### config.mk
export PLATFORM = sky130hd
export DESIGN_NAME = mc_control_fsm
export DESIGN_NICKNAME = d
export VERILOG_FILES = /design/src/rtl/mc_control_fsm.sv
export SDC_FILE = /design/constraint.sdc
export NUM_CORES = 1
export LEC_CHECK = 0
export ABC_AREA = 0
export CORE_UTILIZATION = 25
export DETAILED_ROUTE_END_ITERATION = 10
export HOLD_SLACK_MARGIN = 0.06
export PLACE_DENSITY = 0.54
export SLEW_MARGIN = 20
export SYNTH_ARGS = -nofsm -noshare
export SYNTH_HDL_FRONTEND = slang
export SYNTH_SLANG_ARGS = --single-unit
### constraint.sdc
create_clock -name clk -period 1.95 [get_ports clk]
set_input_delay 0.195 -clock clk [delete_from_list [all_inputs] [get_ports clk]]
set_output_delay 0.195 -clock clk [all_outputs]
set_load 0.005 [all_outputs]
### src/rtl/mc_control_fsm.sv
// Multicycle RISC-V control unit: Moore sequencer plus ALU decoder.
// Optional MC_BNE_EN: BEQ state also resolves bne via funct3[0].
module mc_control_fsm #(
  parameter int unsigned MEM_WAIT = 0
) (
  input  logic       clk,
  input  logic       reset,
  input  logic [6:0] op,
  input  logic [2:0] funct3,
  input  logic       funct7b5,
  input  logic       Zero,
  output logic       PCWrite,
  output logic       AdrSrc,
  output logic       MemWrite,
  output logic       IRWrite,
  output logic [1:0] ResultSrc,
  output logic [1:0] ALUSrcA,
  output logic [1:0] ALUSrcB,
  output logic [1:0] ImmSrc,
  output logic       RegWrite,
  output logic [2:0] ALUControl,
  output logic       Illegal
);

  typedef enum logic [3:0] {
    S_FETCH,
    S_DECODE,
    S_MEMADR,
    S_MEMREAD,
    S_MEMWB,
    S_MEMWRITE,
    S_EXECR,
    S_EXECI,
    S_ALUWB,
    S_BEQ,
    S_JAL
  } state_t;

  state_t     state, state_n;
  logic [3:0] cnt, cnt_n;
  logic       wdone;
  logic [1:0] aluop;
  logic       pcw, irw, mw, rw, ill;
  logic       brtaken;

  logic op_ld, op_st, op_r, op_i, op_br, op_jal;

  assign op_ld  = (op == 7'b0000011);
  assign op_st  = (op == 7'b0100011);
  assign op_r   = (op == 7'b0110011);
  assign op_i   = (op == 7'b0010011);
  assign op_br  = (op == 7'b1100011);
  assign op_jal = (op == 7'b1101111);

  assign wdone = (cnt == 4'(MEM_WAIT));

`ifdef MC_BNE_EN
  assign brtaken = funct3[0] ? ~Zero : Zero;
`else
  assign brtaken = Zero;
`endif

  always_ff @(posedge clk) begin
    if (reset) begin
      state <= S_FETCH;
      cnt   <= 4'd0;
    end else begin
      state <= state_n;
      cnt   <= cnt_n;
    end
  end

  always_comb begin
    state_n   = state;
    pcw       = 1'b0;
    irw       = 1'b0;
    mw        = 1'b0;
    rw        = 1'b0;
    ill       = 1'b0;
    AdrSrc    = 1'b0;
    ResultSrc = 2'b00;
    ALUSrcA   = 2'b00;
    ALUSrcB   = 2'b00;
    aluop     = 2'b00;
    unique case (state)
      S_FETCH: begin
        ALUSrcB   = 2'b10;
        ResultSrc = 2'b10;
        if (wdone) begin
          irw     = 1'b1;
          pcw     = 1'b1;
          state_n = S_DECODE;
        end
      end
      S_DECODE: begin
        ALUSrcA = 2'b01;
        ALUSrcB = 2'b01;
        state_n = S_FETCH;
        unique case (1'b1)
          op_ld, op_st: state_n = S_MEMADR;
          op_r:         state_n = S_EXECR;
          op_i:         state_n = S_EXECI;
          op_br:        state_n = S_BEQ;
          op_jal:       state_n = S_JAL;
          default:      ill     = 1'b1;
        endcase
      end
      S_MEMADR: begin
        ALUSrcA = 2'b10;
        ALUSrcB = 2'b01;
        state_n = op[5] ? S_MEMWRITE : S_MEMREAD;
      end
      S_MEMREAD: begin
        AdrSrc = 1'b1;
        if (wdone) state_n = S_MEMWB;
      end
      S_MEMWB: begin
        ResultSrc = 2'b01;
        rw        = 1'b1;
        state_n   = S_FETCH;
      end
      S_MEMWRITE: begin
        AdrSrc = 1'b1;
        if (wdone) begin
          mw      = 1'b1;
          state_n = S_FETCH;
        end
      end
      S_EXECR: begin
        ALUSrcA = 2'b10;
        aluop   = 2'b10;
        state_n = S_ALUWB;
      end
      S_EXECI: begin
        ALUSrcA = 2'b10;
        ALUSrcB = 2'b01;
        aluop   = 2'b10;
        state_n = S_ALUWB;
      end
      S_ALUWB: begin
        rw      = 1'b1;
        state_n = S_FETCH;
      end
      S_BEQ: begin
        ALUSrcA = 2'b10;
        aluop   = 2'b01;
        pcw     = brtaken;
        state_n = S_FETCH;
      end
      S_JAL: begin
        ALUSrcA = 2'b01;
        ALUSrcB = 2'b10;
        pcw     = 1'b1;
        state_n = S_ALUWB;
      end
      default: state_n = S_FETCH;
    endcase
    // counter restarts on every state entry
    cnt_n = (state_n == state) ? cnt + 4'd1 : 4'd0;
  end

  always_comb begin
    ImmSrc = 2'b00;
    unique case (1'b1)
      op_st:   ImmSrc = 2'b01;
      op_br:   ImmSrc = 2'b10;
      op_jal:  ImmSrc = 2'b11;
      default: ImmSrc = 2'b00;
    endcase
  end

  always_comb begin
    ALUControl = 3'b000;
    unique case (aluop)
      2'b01: ALUControl = 3'b001;
      2'b10: begin
        unique case (funct3)
          3'b000:  ALUControl = (op[5] & funct7b5) ? 3'b001 : 3'b000;
          3'b001:  ALUControl = 3'b110;
          3'b010:  ALUControl = 3'b101;
          3'b110:  ALUControl = 3'b011;
          3'b111:  ALUControl = 3'b010;
          default: ALUControl = 3'b000;
        endcase
      end
      default: ALUControl = 3'b000;
    endcase
  end

  // write strobes are suppressed while reset is held
  assign PCWrite  = pcw & ~reset;
  assign IRWrite  = irw & ~reset;
  assign MemWrite = mw  & ~reset;
  assign RegWrite = rw  & ~reset;
  assign Illegal  = ill & ~reset;

endmodule

-- After elaboration in Yosys (flattened, before gate mapping)
Cells that the tools add are included.
- register bits: 8
- input bits: 14
- logic and storage cells: 70
- $add $sub $neg: 1
- equality and inequality tests: 23
- multiplexer cells: 22
- bitwise gates (word level): 8
- reduce and logical (&&, ||, !) cells: 14
- operators by type and width (kind ; count):
    $pmux W4 S6 ; 1
    $pmux W4 S5 ; 1
    $eq A4 B3 Y1 const B ; 4
    $pmux W2 S2 ; 4
    $pmux W3 S5 ; 1
    $eq A7 B6 Y1 const B ; 2
    $eq A7 B7 Y1 const B ; 2
    $reduce_or A2 Y1 ; 7
    $eq A4 B4 Y1 const B ; 3
    $mux W4 ; 3
    $eq A4 B2 Y1 const B ; 2
    $logic_not A4 Y1 ; 2
    $mux W1 ; 8
    $eq A7 B2 Y1 const B ; 1
    $eq A7 B5 Y1 const B ; 1
    $and A1 B1 Y1 ; 6
    $eq A3 B3 Y1 const B ; 2
    $pmux W2 S3 ; 1
    $pmux W3 S2 ; 1
    $reduce_or A3 Y1 ; 2
    $reduce_or A6 Y1 ; 1
    $add A4 B1 Y4 const B ; 1
    $eq A4 B1 Y1 const B ; 1
    $eq A4 B4 Y1 ; 1
    other kinds (9) ; 10

-- Logic depth before layout (Yosys ltp)
- depth after elaboration: 7
- depth in mapped cells: 9

-- Least setup slack after synthesis
No wires, ideal clock.
- path kind: register to register
- start: reg cnt[0]
- end: reg cnt[2]
- setup time: 0.060 ns
- arrival: 1.789 ns
- data required time: 1.890 ns
- path slack: 0.101 ns
- stages on the path, launching flop included: 8
- path buffers: 0
- cell sequence: dfxtp_1 -> inv_1 -> ha_1 -> nor3b_1 -> or3_1 -> a21o_1 -> a2111oi_2 -> and2_1
- cells in the longest elaborated chain, start to end: 6
- RTL lines (what ; RTL line ; text):
    start, declared ; 40 ; logic [3:0] cnt, cnt_n;
    start signal, assigned ; 69 ; cnt <= cnt_n;
    $logic_not A4 Y1 ; 55 ; assign wdone = (cnt == 4'(MEM_WAIT));
    $mux W4 (on tied branches) ; 124, 115, 89 ;
    $pmux W4 S6 ; 85 ; unique case (state)
    $eq A4 B4 Y1 ; 159 ; cnt_n = (state_n == state) ? cnt + 4'd1 : 4'd0;
    $not A1 Y1 (no line) ; - ;
    $reduce_or A2 Y1 (no line) ; - ;
Parallel ways exist; a longest one is shown, timed or not.
A chain may end at the register's enable or synchronous reset.

-- Worst setup path after layout
- start: in op[6]
- end: out ImmSrc[1]
- cells in the longest elaborated chain, start to end: 2
- RTL lines (what ; RTL line ; text):
    start, declared ; 8 ; input logic [6:0] op,
    $eq A7 B7 Y1, or another cell as far along ; 53 ; assign op_jal = (op == 7'b1101111);
    $pmux W2 S3 (*) ; 164 ; unique case (1'b1)
    end, declared ; 19 ; output logic [1:0] ImmSrc,
Mark *: on every way between the ends. The rest lies on a longest branch, timed or not.

==> impl_results.md <==
* Clk root buf: clkbuf_4
* Pin count of the biggest net entering global routing at 11
* Leakage at 0.7305 nW
* Final period util at 0.9920
* Maximum fanout along the worst path at 2
* Post-synthesis simple-gate area fraction at 0.4158
* Via count at 1134
* DRC viols at 0
* Initial antenna violation count at 0
* GPL Wtd Cong at ~0.86
* Sum of buffers and inverters on the critical path at 3
* Synthesis-stage register bit count at 8
* Post-Synth Adder-Cell Area at 0.05658
* Largest family of logic cells by synthesized area: simple AND/OR/NAND/NOR gates
* Top FF cell, synth: dfxtp_1
* Hold WS at approximately 530 ps
* Port-buffer cells at 30
* Critical path capture point type: output pin
* Clock latency on the worst-skew pair at about 260 ps
* Startpoint Class: primary input
* Post-place setup slack at -295.9 ps
* Finished Cell Area at between 0.0015 and 0.002 sq mm
* Clk pwr share at 0.290
* Worst-margin pin slew at approximately 360 ps
* Die span in y at around 60 um
* Post-synthesis xor/xnor area fraction at 0.04950
* Worst Hold Class: flop to flop
* Finish-stage setup viols at 0
* Row count at 21
* CTS hold repair buffers at 0
* Share of total power in sequential cells at 0.348
* PD cells at 291.8 mW/mm^2
* Nets at between 200 and 250
* Layout cells sized above 1 at 0.3838
* Final Hold Viols at 0
* Worst vdd rail ir drop at ~0.00019 V
* Clock transition at path regs at 60 ps
* Post-synth top area share at 0.1810
* Int Power at around 0.33 mW
* Core area at around 0.0034 sq mm
* Final wirelength at roughly 3000 um
* Post-synth EDFFs at 0
* Reg2reg path depth at 7
* First-pass GRT wire length at roughly 4700 um
* Status: finished clean
* Max_cap viols at 0
* Post-synth ARST share at 0
* DRT Pass-1 Iters at 4
* Worst R2R Setup Slack at roughly 70 ps
* Ant diodes at 0
* Commonest non-fill, non-tap cell in the layout: buf_4
* Vias in the first global route at roughly 1100
* Htree depth at 1
* Die width at roughly 61 um
* Syn Area/Cell at between 7 and 8 sq um
* Hold Crit Endpoint: cnt[0]$_SDFF_PP0_
* Layout Skew at 5.057 ps
* Sw frac at 0.3078
* Grt ovf at 0
* Crit-path leading delay family: buffers and inverters
* CP startpoint: op[6]
* Hold depth at 2
* DR WL/cell at around 13 um
* Setup TNS Final at 0 ps
* Initial core utilization at 0.2630
* # clock sinks at 8
* Compound-Gate Fraction of Synth Area at 0.2136
* DP Area at around 0.0014 sq mm
* Relative slew slack at 0.7543
* CP Class: primary input to output pin
* Full die area at ~0.0038 sq mm
* Crit path DAT at approximately 1700 ps
* I/O pins at 31
* Synthesis warning total at 0
* Req. time, crit path at ~1800 ps
* NetSw at ~0.15 mW
* Synth unique cells at 38
* Sequential fraction of the synthesis area at 0.1810
* Critical Path Most Common Cell: clkdlybuf4s50_1
* Reg2reg start: cnt[0]$_SDFF_PP0_
* Post-DR vias/cell at a little under 5
* Fin. max-slew vios at 0
* Most frequent cells in the layout: buf_4, clkdlybuf4s50_1, nor2_1, nor3_1, dlygate4sd2_1
* Post-DRT Antenna Nets at 0
* Synthesized instance count at around 120
* Synth-to-Final Area Change at 84.30%
* Fillers at about 350
* Final setup margin at 15.61 ps
* Mux contribution to synthesized area at 0.01132
* RSZ-0062 raised after global routing: true
* Startpoint of the worst hold path: cnt[0]$_SDFF_PP0_
* Yosys top cell by area: dfxtp_1
* Worst R2R End: cnt[1]$_SDFF_PP0_
* Total power at 0.4757 mW
* Syn nets at around 140
* CTS tree: done
* Clock Tree Buf Depth at 2
* Logic pwr share at 0.362
* Slowest-stage cell, CP: clkdlybuf4s50_1
* Worst-path cell chain: clkdlybuf4s50_1 > and3b_1 > o21ai_1 > nor2_1 > buf_4 > clkdlybuf4s50_1
* Num CTS Buffers at 3
* DRT iter0 DRCs at 36
* Slowest Stage Delay on Critical Path at ~500 ps
* Detailed Place HPWL at ~2200 um
* Total GRT Usage at 0.1659
* Fmax at ~520 MHz
* Top cells by area, synth: dfxtp_1, nor3_1, nor2_1
* Tmin final at approximately 1900 ps
* Mapped cell area at roughly 880 sq um
[cell families (layout without fill, tap and decap cells)]
family,after synthesis,in the layout
and+or+nand+nor,65,65
AOI/OAI and AO/OA,25,25
adders and majority gates,4,4
DFF,8,8
muxes,1,1
buffers and inverters,15,77
xor gates and xnor gates,5,5
[worst min-delay path, cell delays in order (launching register included)]
cell,delay [ps]
dfxtp_2,320
inv_2,70
and2_1,110
[Yosys cell counts (all sizes together) (3+ instances only)]
library cell	count
a31oi	4
inv	9
and2	6
a21oi	4
nand2b	3
nor2b	3
o21ai	3
or3	4
dfxtp	8
ha	4
clkbuf	4
nand2	6
xnor2	3
nor3	12
nor2	16
nor3b	5
[power groups by stage]
stage | Clock (mW) | Combinational, mW | Sequential [mW]
6_report | 0.138 | 0.172 | 0.166
3_3_place_gp | 0 | 0.158 | 0.171
4_1_cts | 0.145 | 0.166 | 0.167
5_1_grt | 0.159 | 0.187 | 0.166
2_1_floorplan | 0 | 0.0601 | 0.172
3_5_place_dp | 0 | 0.160 | 0.171
[final cells by class]
type                    count  area (sq um)  share of cell area
repair buffers             65         555.5              0.3408
well taps                  46         57.56             0.03530
flip-flops and latches      8         168.9              0.1036
multi-input cells         100         792.0              0.4858
inverters                   9         33.78             0.02072
clock buffers               3         22.52             0.01381
[sequential cells by signal, summed over array words and instances (netlist names)]
| register | count |
|---|---|
| cnt | 4 |
| state | 4 |
[stage by stage]
stage / utilization / instances
after floorplan: - / 123
after global placement: 0.4297 / 224
after detailed placement: 0.4297 / 224
after CTS: 0.4542 / 227
after global routing: 0.4847 / 231
final: 0.4847 / 231
[per-layer routing]
metal / GRT usage / vias to the layer above / wire [um] / part of all wire
met3: 0.02731 / 2 / 64 / 0.021
met2: 0.3134 / 17 / 1622 / 0.54
met5: 0 / - / 0 / 0
met4: 0.06667 / 0 / 10 / 0.0033
li1: - / 573 / - / -
met1: 0.1819 / 542 / 1293 / 0.43
[how the worst max path moves through the flow]
stage | endpoint | cells past startpoint
2_1_floorplan | cnt[2]$_SDFF_PP0_ | 7
3_3_place_gp | Illegal | 4
3_5_place_dp | ImmSrc[0] | 6
4_1_cts | ImmSrc[1] | 6
5_1_grt | ALUSrcA[0] | 6
6_report | ImmSrc[1] | 6
[repair_timing]
item,4_1_cts,5_1_grt
pin swaps,1,12
setup endpoints to repair,16,11
buffers inserted,0,4
gates resized for setup,29,28
Power figures use the tool's default switching activity.
